File: src/rtl/dm_cache_ctrl.sv
// Direct-mapped, write-back, one-word-per-line data cache controller.
// Owns the line array and sequences writeback/refill over a four-phase syn/ack RAM handshake.
module dm_cache_ctrl #(
    parameter int DATA_W     = 8,
    parameter int ADDR_W     = 8,
    parameter int INDEX_BITS = 4
) (
    input  logic              clk,
    input  logic              clr,
    input  logic              cpu_req,
    input  logic              cpu_write,
    input  logic [ADDR_W-1:0] cpu_addr,
    input  logic [DATA_W-1:0] cpu_wdata,
    output logic [DATA_W-1:0] cpu_rdata,
    output logic              cpu_done,
    output logic              cpu_busy,
    output logic              ram_syn,
    output logic              ram_write,
    output logic [ADDR_W-1:0] ram_addr,
    output logic [DATA_W-1:0] ram_wdata,
    input  logic [DATA_W-1:0] ram_rdata,
    input  logic              ram_ack,
    output logic [15:0]       hit_count,
    output logic [15:0]       miss_count
);

    localparam int LINES = 1 << INDEX_BITS;
    localparam int TAG_W = ADDR_W - INDEX_BITS;

    typedef enum logic [2:0] {
        IDLE,
        LOOKUP,
        WB_REQ,
        WB_REL,
        RF_REQ,
        RF_REL,
        RESP
    } stateT;

    stateT state;

    logic [LINES-1:0]  lineValid;
    logic [LINES-1:0]  lineDirty;
    logic [TAG_W-1:0]  lineTag  [LINES];
    logic [DATA_W-1:0] lineData [LINES];

    logic              reqWrite;
    logic [ADDR_W-1:0] reqAddr;
    logic [DATA_W-1:0] reqWdata;
    logic [15:0]       hitCount;
    logic [15:0]       missCount;

    logic [INDEX_BITS-1:0] reqIndex;
    logic [TAG_W-1:0]      reqTag;
    logic                  lookupHit;
    logic                  victimDirty;

    always_comb begin
        reqIndex    = reqAddr[INDEX_BITS-1:0];
        reqTag      = reqAddr[ADDR_W-1:INDEX_BITS];
        lookupHit   = lineValid[reqIndex] && (lineTag[reqIndex] == reqTag);
        victimDirty = lineValid[reqIndex] && lineDirty[reqIndex];
    end

    assign hit_count  = hitCount;
    assign miss_count = missCount;

    always_ff @(posedge clk) begin
        if (clr) begin
            state     <= IDLE;
            lineValid <= '0;
            lineDirty <= '0;
            ram_syn   <= 1'b0;
            ram_write <= 1'b0;
            ram_addr  <= '0;
            ram_wdata <= '0;
            cpu_rdata <= '0;
            cpu_done  <= 1'b0;
            cpu_busy  <= 1'b0;
            hitCount  <= '0;
            missCount <= '0;
            reqWrite  <= 1'b0;
            reqAddr   <= '0;
            reqWdata  <= '0;
        end else begin
            cpu_done <= 1'b0;
            unique case (state)
                IDLE: begin
                    if (cpu_req) begin
                        reqWrite <= cpu_write;
                        reqAddr  <= cpu_addr;
                        reqWdata <= cpu_wdata;
                        cpu_busy <= 1'b1;
                        state    <= LOOKUP;
                    end
                end
                LOOKUP: begin
                    if (lookupHit) begin
                        if (hitCount != '1) hitCount <= hitCount + 16'd1;
                        if (reqWrite) begin
                            lineDirty[reqIndex] <= 1'b1;
                            lineData[reqIndex]  <= reqWdata;
                        end else begin
                            cpu_rdata <= lineData[reqIndex];
                        end
                        cpu_done <= 1'b1;
                        state    <= RESP;
                    end else begin
                        if (missCount != '1) missCount <= missCount + 16'd1;
                        if (victimDirty) begin
                            ram_addr  <= {lineTag[reqIndex], reqIndex};
                            ram_wdata <= lineData[reqIndex];
                            ram_write <= 1'b1;
                            state     <= WB_REQ;
                        end else if (reqWrite) begin
                            // One-word lines: a write miss overwrites the whole line, no refill needed.
                            lineValid[reqIndex] <= 1'b1;
                            lineDirty[reqIndex] <= 1'b1;
                            lineTag[reqIndex]   <= reqTag;
                            lineData[reqIndex]  <= reqWdata;
                            cpu_done            <= 1'b1;
                            state               <= RESP;
                        end else begin
                            ram_addr  <= reqAddr;
                            ram_write <= 1'b0;
                            state     <= RF_REQ;
                        end
                    end
                end
                WB_REQ: begin
                    // Strobe only once any stale ack is low; a high ack only completes our own strobe.
                    if (ram_syn && ram_ack) begin
                        ram_syn <= 1'b0;
                        state   <= WB_REL;
                    end else begin
                        ram_syn <= !ram_ack;
                    end
                end
                WB_REL: begin
                    if (!ram_ack) begin
                        lineDirty[reqIndex] <= 1'b0;
                        if (reqWrite) begin
                            lineValid[reqIndex] <= 1'b1;
                            lineDirty[reqIndex] <= 1'b1;
                            lineTag[reqIndex]   <= reqTag;
                            lineData[reqIndex]  <= reqWdata;
                            cpu_done            <= 1'b1;
                            state               <= RESP;
                        end else begin
                            ram_addr  <= reqAddr;
                            ram_write <= 1'b0;
                            state     <= RF_REQ;
                        end
                    end
                end
                RF_REQ: begin
                    if (ram_syn && ram_ack) begin
                        lineValid[reqIndex] <= 1'b1;
                        lineDirty[reqIndex] <= 1'b0;
                        lineTag[reqIndex]   <= reqTag;
                        lineData[reqIndex]  <= ram_rdata;
                        cpu_rdata           <= ram_rdata;
                        ram_syn             <= 1'b0;
                        state               <= RF_REL;
                    end else begin
                        ram_syn <= !ram_ack;
                    end
                end
                RF_REL: begin
                    if (!ram_ack) begin
                        cpu_done <= 1'b1;
                        state    <= RESP;
                    end
                end
                RESP: begin
                    cpu_busy <= 1'b0;
                    state    <= IDLE;
                end
                default: state <= IDLE;
            endcase
        end
    end

endmodule
File: config.mk
export PLATFORM = sky130hd
export DESIGN_NAME = dm_cache_ctrl
export DESIGN_NICKNAME = d
export VERILOG_FILES = /design/src/rtl/dm_cache_ctrl.sv
export SDC_FILE = /design/constraint.sdc
export NUM_CORES = 1
export LEC_CHECK = 0
export CORE_MARGIN = 1.5
export CORE_UTILIZATION = 35
export DETAILED_ROUTE_END_ITERATION = 10
export PLACE_DENSITY = 0.57
export SLEW_MARGIN = 10
export SYNTH_ARGS = -nofsm -noshare
export SYNTH_HDL_FRONTEND = slang
export SYNTH_SLANG_ARGS = --single-unit
File: constraint.sdc
create_clock -name clk -period 3.5 [get_ports clk]
set_clock_uncertainty 0.2 [all_clocks]
set_input_delay 0.7 -clock clk [delete_from_list [all_inputs] [get_ports clk]]
set_output_delay 0.7 -clock clk [all_outputs]
set_load 0.01 [all_outputs]
==> flow_summary.json, run 1 <==
{
  "fin_nets": 1151,
  "vdd_drop_max_mv": 0.343,
  "drc": 0,
  "grt_use_met3": 0.0244,
  "gp_congestion": 0.850,
  "drive_gt1_frac": 0.181,
  "cp_num_buf_inv": 1,
  "p_leak_nw": 5.26,
  "clk_pin_slew_ns": 0.06,
  "synth_seq_cells": 308,
  "final_cell_mix": "edfxtp_1, dfxtp_1, nand2_1",
  "arrival_ns": 3.30,
  "die_x_um": 198,
  "cts_tree": "yes",
  "core_um2": 37500,
  "cp-start-kind": "register",
  "ant_nets": 0,
  "cp_num_cells": 8,
  "critical_path.top_delay_family": "simple AND/OR/NAND/NOR gates",
  "synth_top_cell_area_share": 0.435,
  "wl_per_cell_um": 19.1,
  "hold-path-cell-count": 2,
  "pre_cts_slack_ns": 0.147,
  "fmax_ghz": 0.305,
  "first_global_vias": 8536,
  "path_class": "register to register",
  "synth.cell_area_um2": 13300,
  "worstSkewPairLatency_ns": 0.58,
  "path_cells": "mux4_2 > and4_1 > a2111oi_1 > nand3_1 > nand4_2 > a32oi_1 > buf_12 > nor2_1",
  "numCtsBuffers": 31,
  "synth_largest_area_cell": "edfxtp_1",
  "antenna_found_initial": 0,
  "routed_wl_mm": 31.6,
  "std_cell_rows": 71,
  "final.period_utilization": 0.937,
  "relSlewSlack": 0.455,
  "drtIter0Drc": 544,
  "cts_root_buf": "clkbuf_16",
  "reg2reg_setup_slack_ns": 0.22,
  "dr.pass1.iters": 5,
  "outcome": "finished clean",
  "ys_async_sr_fraction": 0,
  "crit_fanout": 16,
  "die_h_um": 198,
  "cts_num_sinks": 308,
  "start_util": 0.354,
  "slowest_delay_ns": 0.57,
  "setup_viol": 0,
  "io_buffers": 88,
  "syn_avg_cell_area_um2": 13.1,
  "synth_fp_nets": 1045,
  "fill_cells": 3421,
  "synthTopCellsByArea": "edfxtp_1, dfxtp_1, mux4_2",
  "rsz0062_at_grt": "false",
  "cts_hold_buf": 0,
  "die_area_um2": 39000,
  "tns_ns": 0,
  "grt_max_degree": 46,
  "synthCells": 1014,
  "setup_ws_ns": 0.220,
  "route.vias.total": 8651,
  "clockBufferDepth": 3,
  "dp_hpwl_mm": 22.4,
  "yosys_warnings": 0,
  "r2r_end": "lineTag[9][2]",
  "grt_pass1_wl_mm": 49.4,
  "htreeDepth": 1,
  "use_met1": 0.223,
  "tightest_slew_ns": 0.815,
  "drv_cap": 0,
  "io_pins": 89,
  "grt_usage": 0.161,
  "diodes": 0,
  "area_growth_pct": 21.1,
  "power_mw": 9.72,
  "finalCriticalPeriod_ns": 3.28,
  "synth_flop_cell": "edfxtp_1",
  "ys_seq_area_frac": 0.610,
  "worstSetupEndpointType": "register",
  "grt_remaining_overflow": 0,
  "min_from": "clr",
  "synth_cell_types": 60,
  "gr-max-usage-layer": "met2",
  "via_per_inst": 5.22,
  "hold_viol_final": 0,
  "powerDensity_nw_per_um2": 606,
  "reg2regPathDepth": 8,
  "met2_usage": 0.263,
  "hold-path-endpoint": "hit_count[13]",
  "hp-class": "input port to register",
  "cp_slowest_cell": "mux4_2",
  "synth_edf_count": 192,
  "worstPathRequired_ns": 3.52,
  "mostFrequentLayoutCell": "edfxtp_1",
  "finalMaxSlewViolations": 0
}
final cells by class:
cell class                 instances  area (um2)  share of cell area
clock buffer                      35         791              0.0493
clock inverter                    23         314              0.0196
inverter                          13        48.8             0.00304
multi-input combinational        622        4810               0.300
sequential                       308        8090               0.504
tap                              511         639              0.0398
timing repair buffer             144        1350              0.0841
cell usage after synthesis (4+ instances only):
library cell  number
nor2_1            56
and4_1             4
and3_1             8
a31oi_1            4
mux4_2            60
o21ai_0           22
clkbuf_1          47
nor4_1             8
edfxtp_1         192
nand3_1           38
mux2i_1           43
buf_1              5
a211oi_1           8
o311ai_0           4
nand2b_1           5
nand4_1           13
o41ai_1            7
or2_2              5
a21o_1             4
o22ai_1           17
nor2b_1           13
inv_1             11
nand2_1           98
or3_1             10
o31ai_1           10
mux2_2            22
a21oi_1           94
dfxtp_1          116
a2111o_1           4
buf_2             12
nor3_1            19
or4_1             13
stage by stage:
stage / cells / hold slack (ns) / util / area, um2
3_3_place_gp: 1598 / 0.241 / 0.398 / 14900
2_1_floorplan: 1014 / 0.234 / - / 13300
5_1_grt: 1656 / 0.229 / 0.428 / 16000
4_1_cts: 1656 / 0.205 / 0.428 / 16000
3_5_place_dp: 1598 / 0.247 / 0.398 / 14900
6_report: 1656 / 0.223 / 0.428 / 16000
state kept, by name, indices dropped and copies added (netlist names), 3 cells and up, named ones only:
signal / count
reqAddr: 8
reqWdata: 8
hit_count: 16
ram_wdata: 8
lineTag: 64
cpu_rdata: 8
lineValid: 16
lineData: 128
lineDirty: 16
ram_addr: 8
state: 3
miss_count: 16
routing by layer:
| metal | vias to the layer above | share of wire |
|---|---|---|
| met3 | 53 | 0.049 |
| met4 | 0 | 0.025 |
| met1 | 4265 | 0.45 |
| li1 | 4125 | - |
| met2 | 208 | 0.47 |
| met5 | - | 0 |
kinds of logic after synthesis:
group | Yosys count | share of synthesized area
flip-flops | 308 | 0.610
AND/OR/NAND/NOR | 296 | 0.108
AO/OA/AOI/OAI | 192 | 0.0885
multiplexers | 129 | 0.160
buffers and inverters | 84 | 0.0296
XOR/XNOR | 3 | 0.00198
adder cells (fa/ha/maj) | 2 | 0.00189
what timing repair did:
action | 4_1_cts | 5_1_grt
gates resized for setup | 0 | 4
setup buffers | 0 | 0
setup endpoints to repair | 0 | 130
worst max-delay path by stage:
stage	end	slack (ns)
after floorplan	lineData[10][0]	0.09
after global placement	cpu_rdata[5]	0.21
after detailed placement	lineTag[0][1]	0.15
after CTS	lineTag[0][0]	0.15
after global routing	lineTag[3][2]	0.001
final	lineTag[9][2]	0.22
report_power, final:
group,internal [mW],leakage [nW],switching (mW),total (mW)
logic,0.772,2.03,1.16,1.93
registers,4.08,2.71,0.140,4.22
clock network,2.15,0.518,1.42,3.57
total,7.00,5.26,2.72,9.72
Power figures use the tool's default switching activity.
==> inputs of run 2 (changes only) <==
- CORE_ASPECT_RATIO: default -> 0.6
- PLACE_DENSITY: 0.57 -> 0.55
- clock period: 3.5 -> 3.75 ns (I/O delays scaled with it)
==> flow_summary.json, run 2 (same netlist as run 1, synthesis figures left out) <==
{
  "tns_ns": 0,
  "final.period_utilization": 0.933,
  "setup_viol": 0,
  "drc": 0,
  "crit_fanout": 17,
  "core_um2": 36800,
  "first_global_vias": 8662,
  "cts_resized": 0,
  "worstSetupEndpointType": "register",
  "io_buffers": 88,
  "relSlewSlack": 0.377,
  "gp_congestion": 0.856,
  "routed_wl_mm": 36.6,
  "netSwitchingFraction": 0.300,
  "vdd_drop_max_mv": 0.366,
  "hp-class": "register to register",
  "grt_usage": 0.189,
  "die_area_um2": 39100,
  "seq_area_um2": 8090,
  "htreeDepth": 1,
  "antenna_found_initial": 2,
  "die_x_um": 254,
  "die_h_um": 154,
  "outcome": "finished clean",
  "tightest_slew_ns": 0.931,
  "drv_cap": 0,
  "p_leak_nw": 5.18,
  "cts_num_sinks": 308,
  "fill_cells": 3338,
  "path_class": "register to register",
  "numCtsBuffers": 28,
  "worstPathRequired_ns": 3.84,
  "hold-path-cell-count": 2,
  "finalCriticalPeriod_ns": 3.50,
  "arrival_ns": 3.59,
  "finalMaxSlewViolations": 0,
  "drive_gt1_frac": 0.176,
  "powerDensity_nw_per_um2": 561,
  "cts_root_buf": "clkbuf_16",
  "grt_remaining_overflow": 0,
  "rsz0062_at_grt": "false",
  "grt_max_degree": 60,
  "mostFrequentLayoutCell": "edfxtp_1",
  "power.internal_mw": 6.21,
  "dr.pass1.iters": 5,
  "route.vias.total": 8970,
  "worstSkewPairLatency_ns": 0.57,
  "top_regs": "lineData: 128 flops, lineTag: 64 flops",
  "power.switching_mw": 2.66,
  "largest-register": "lineData",
  "reg2regPathDepth": 10,
  "area_growth_pct": 19.3,
  "cp-start-kind": "register",
  "pwr-share-seq": 0.448,
  "pwr-share-comb": 0.215,
  "power_mw": 8.86,
  "min_from": "reqWdata[3]",
  "ant_nets": 0,
  "p_clk_frac": 0.338,
  "wl_per_cell_um": 22.3,
  "cts_tree": "yes",
  "std_cell_rows": 54,
  "via_per_inst": 5.46,
  "grt_pass1_wl_mm": 55.5,
  "post-cts-setup-buffers": 0,
  "dp_hpwl_mm": 26.1,
  "fin_nets": 1148,
  "final_cell_mix": "edfxtp_1, dfxtp_1, nand2_1",
  "multi_input_area_um2": 4800,
  "io_pins": 89,
  "drtIter0Drc": 775,
  "clk_pin_slew_ns": 0.07,
  "start_util": 0.360,
  "hold_viol_final": 0,
  "fmax_ghz": 0.286,
  "clockBufferDepth": 3,
  "cts_hold_buf": 0,
  "largest_reg_flops": 128
}
## run 2: changes by cell type in the layout (fill, tap and decap cells not counted), sizes merged
cell,delta
bufinv,-4
clkinvlp,-3
clkbuf,+4
clkinv,-2
inv,-1
diode,+1
## run 2: metrics by stage
stage / setup slack, ns / instance area (um2) / hold WS [ns] / std cells / util
2_1_floorplan: 0.336 / 13300 / 0.234 / 1014 / -
3_3_place_gp: 0.361 / 14900 / 0.243 / 1591 / 0.404
3_5_place_dp: 0.287 / 14900 / 0.247 / 1591 / 0.404
4_1_cts: 0.269 / 15800 / 0.256 / 1643 / 0.429
5_1_grt: 0.0512 / 15800 / 0.279 / 1643 / 0.429
6_report: 0.252 / 15800 / 0.254 / 1644 / 0.429
## run 2: worst max-delay path, cell delays in order (launching register included)
cell and delay, ns:
dfxtp_2 0.58, buf_4 0.25, buf_4 0.27, nor2b_1 0.08
a22o_1 0.24, or4_1 0.42, nand3_1 0.13, nand4_2 0.11
a32oi_1 0.52, buf_4 0.29, nor2_1 0.12
## run 2: layout make-up
| type | count | area share |
|---|---|---|
| repair buffers | 144 | 0.0821 |
| diodes | 1 | 0.000158 |
| multi-input cells | 622 | 0.304 |
| clock inverters | 13 | 0.00902 |
| well taps | 504 | 0.0399 |
| inverters | 13 | 0.00309 |
| clock buffers | 39 | 0.0506 |
| flip-flops and latches | 308 | 0.512 |
## run 2: path summary, 6_finish.rpt
check / end / slack (ns)
worst max-delay path: lineTag[12][1] / 0.25
worst min-delay path: reqWdata[3] / 0.25
worst max register to register: lineTag[12][1] / 0.25
worst min register to register: reqWdata[3] / 0.25
## run 2: layer usage
| layer | global-route usage | part of all wire |
|---|---|---|
| met4 | 0.0283 | 0.013 |
| met1 | 0.306 | 0.51 |
| met5 | 0 | 0 |
| met2 | 0.252 | 0.40 |
| met3 | 0.0477 | 0.075 |
## run 2: power by group through the flow
stage | Sequential (mW) | Clock [mW] | Combinational [mW]
finish | 3.97 | 2.99 | 1.90
global route | 3.99 | 3.17 | 2.05
CTS | 3.97 | 3.03 | 1.89
detailed placement | 4.04 | 0 | 1.89
global placement | 4.04 | 0 | 1.87
floorplan | 3.96 | 0 | 1.23
==> inputs of run 3 (changes only) <==
- CTS_CLUSTER_DIAMETER: default -> 40
- PLACE_DENSITY: 0.55 -> 0.58
==> flow_summary.json, run 3 (same netlist as run 1, synthesis figures left out) <==
{
  "drv_cap": 0,
  "grt_pass1_wl_mm": 55.0,
  "final.period_utilization": 0.975,
  "hold-path-cell-count": 2,
  "drive_gt1_frac": 0.188,
  "mostFrequentLayoutCell": "edfxtp_1",
  "dp.cells": 1583,
  "ant_nets": 0,
  "relSlewSlack": 0.357,
  "fill_cells": 3362,
  "powerDensity_nw_per_um2": 580,
  "hp-class": "register to register",
  "path_class": "register to register",
  "die_h_um": 154,
  "diodes": 0,
  "postPlaceCellArea_um2": 14900,
  "grt_remaining_overflow": 0,
  "grt_max_degree": 56,
  "dr_wl_met2_mm": 14.4,
  "final_cell_mix": "edfxtp_1, dfxtp_1, nand2_1",
  "setup_ws_ns": 0.0920,
  "top_regs": "lineData: 128 flops, lineTag: 64 flops",
  "finalMaxSlewViolations": 0,
  "htreeDepth": 2,
  "arrival_ns": 3.60,
  "cp-start-kind": "register",
  "route.vias.total": 9011,
  "antenna_found_initial": 1,
  "fin_cells": 1647,
  "p_leak_nw": 5.28,
  "largest_reg_flops": 128,
  "power_mw": 9.33,
  "rsz0062_at_grt": "true",
  "fin_nets": 1148,
  "setup_viol": 0,
  "cts_root_buf": "clkbuf_16",
  "grt_usage": 0.185,
  "worstPathRequired_ns": 3.69,
  "fin_util": 0.437,
  "cts_tree": "yes",
  "seq_area_um2": 8090,
  "die_area_um2": 39100,
  "worstSkewPairLatency_ns": 0.52,
  "multi_input_area_um2": 4840,
  "met3WireLength_mm": 2.91,
  "die_x_um": 254,
  "core_um2": 36800,
  "hold-path-endpoint": "reqWdata[3]",
  "gp_congestion": 0.850,
  "largest-register": "lineData",
  "first_global_vias": 8680,
  "io_buffers": 88,
  "tightest_slew_ns": 0.961,
  "clk_pin_slew_ns": 0.07,
  "pre_cts_slack_ns": 0.0550,
  "clockBufferDepth": 3,
  "hold_viol_final": 0,
  "reg2reg_setup_slack_ns": 0.09,
  "routed.top_layer": "met4",
  "cts_num_sinks": 308,
  "reg2regPathDepth": 9,
  "numCtsBuffers": 34,
  "wl_per_cell_um": 21.5,
  "fin_area_um2": 16100,
  "fmax_ghz": 0.273,
  "r2r_end": "lineData[13][0]",
  "std_cell_rows": 54,
  "routed_wl_mm": 35.4,
  "via_per_inst": 5.47,
  "min_from": "reqWdata[3]",
  "outcome": "finished clean",
  "start_util": 0.360,
  "wl_met1_mm": 17.6,
  "dp_hpwl_mm": 24.8,
  "area_growth_pct": 21.4,
  "finalCriticalPeriod_ns": 3.66,
  "vdd_drop_max_mv": 0.301,
  "dr.pass1.iters": 7,
  "drtIter0Drc": 1005,
  "io_pins": 89,
  "cts_hold_buf": 0,
  "drc": 0,
  "worstSetupEndpointType": "register",
  "crit_fanout": 16
}
## run 3: changes by cell type in the layout (fill, tap and decap cells not counted)
cell	delta
a21oi_2	+11
clkbuf_2	-2
clkbuf_4	-1
buf_4	-11
clkinvlp_4	-1
clkinv_2	+3
buf_12	+5
inv_8	+4
inv_6	+1
a21oi_1	-11
clkbuf_8	-2
diode_2	-1
clkbuf_16	+8
## run 3: worst max path at each step
stage / start / endpoint / slack, ns / cells past startpoint
floorplan: reqAddr[0] / lineData[10][0] / 0.34 / 8
global placement: register / lineData[11][2] / 0.16 / 9
detailed placement: register / lineData[0][0] / 0.05 / 9
CTS: register / lineData[0][5] / 0.06 / 9
global route: register / lineData[13][0] / -0.01 / 9
finish: register / lineData[13][0] / 0.09 / 9
## run 3: metal layers
metal / vias to the layer above / GRT usage
met5: - / 0
met4: 0 / 0.0380
met3: 42 / 0.0474
met2: 346 / 0.250
met1: 4496 / 0.294
li1: 4127 / -
## run 3: what timing repair did
item | in CTS | in global routing
setup endpoints to repair | 0 | 92
resized for setup | 0 | 11
buffers inserted | 0 | 2
## run 3: final cells by class
| cell class | count | area share |
|---|---|---|
| clock buffers | 42 | 0.0593 |
| clock inverters | 20 | 0.0127 |
| inverters | 13 | 0.00303 |
| multi-input cells | 622 | 0.301 |
| flip-flops and latches | 308 | 0.503 |
| well taps | 504 | 0.0392 |
| repair buffers | 138 | 0.0818 |
## run 3: through the flow
| stage | TNS [ns] | hold slack, ns |
|---|---|---|
| final | 0 | 0.256 |
| after global routing | -0.258 | 0.276 |
| after floorplan | 0 | 0.234 |
| after CTS | 0 | 0.257 |
| after detailed placement | 0 | 0.248 |
| after global placement | 0 | 0.242 |
## run 3: worst max-delay path, cell delays in order, from the launching register on
cell and delay, ns:
dfxtp_2 0.40, buf_12 0.18, mux4_2 0.50, a22oi_1 0.38
a21o_1 0.20, and4_1 0.21, and4_4 0.24, o21ai_1 0.11
buf_12 0.18, a21oi_1 0.65
## run 3: report_power, final
group / switching, mW / internal [mW] / leakage, nW
logic: 1.20 / 0.729 / 2.00
registers: 0.132 / 3.81 / 2.71
clock network: 1.42 / 2.05 / 0.569
total: 2.75 / 6.58 / 5.28
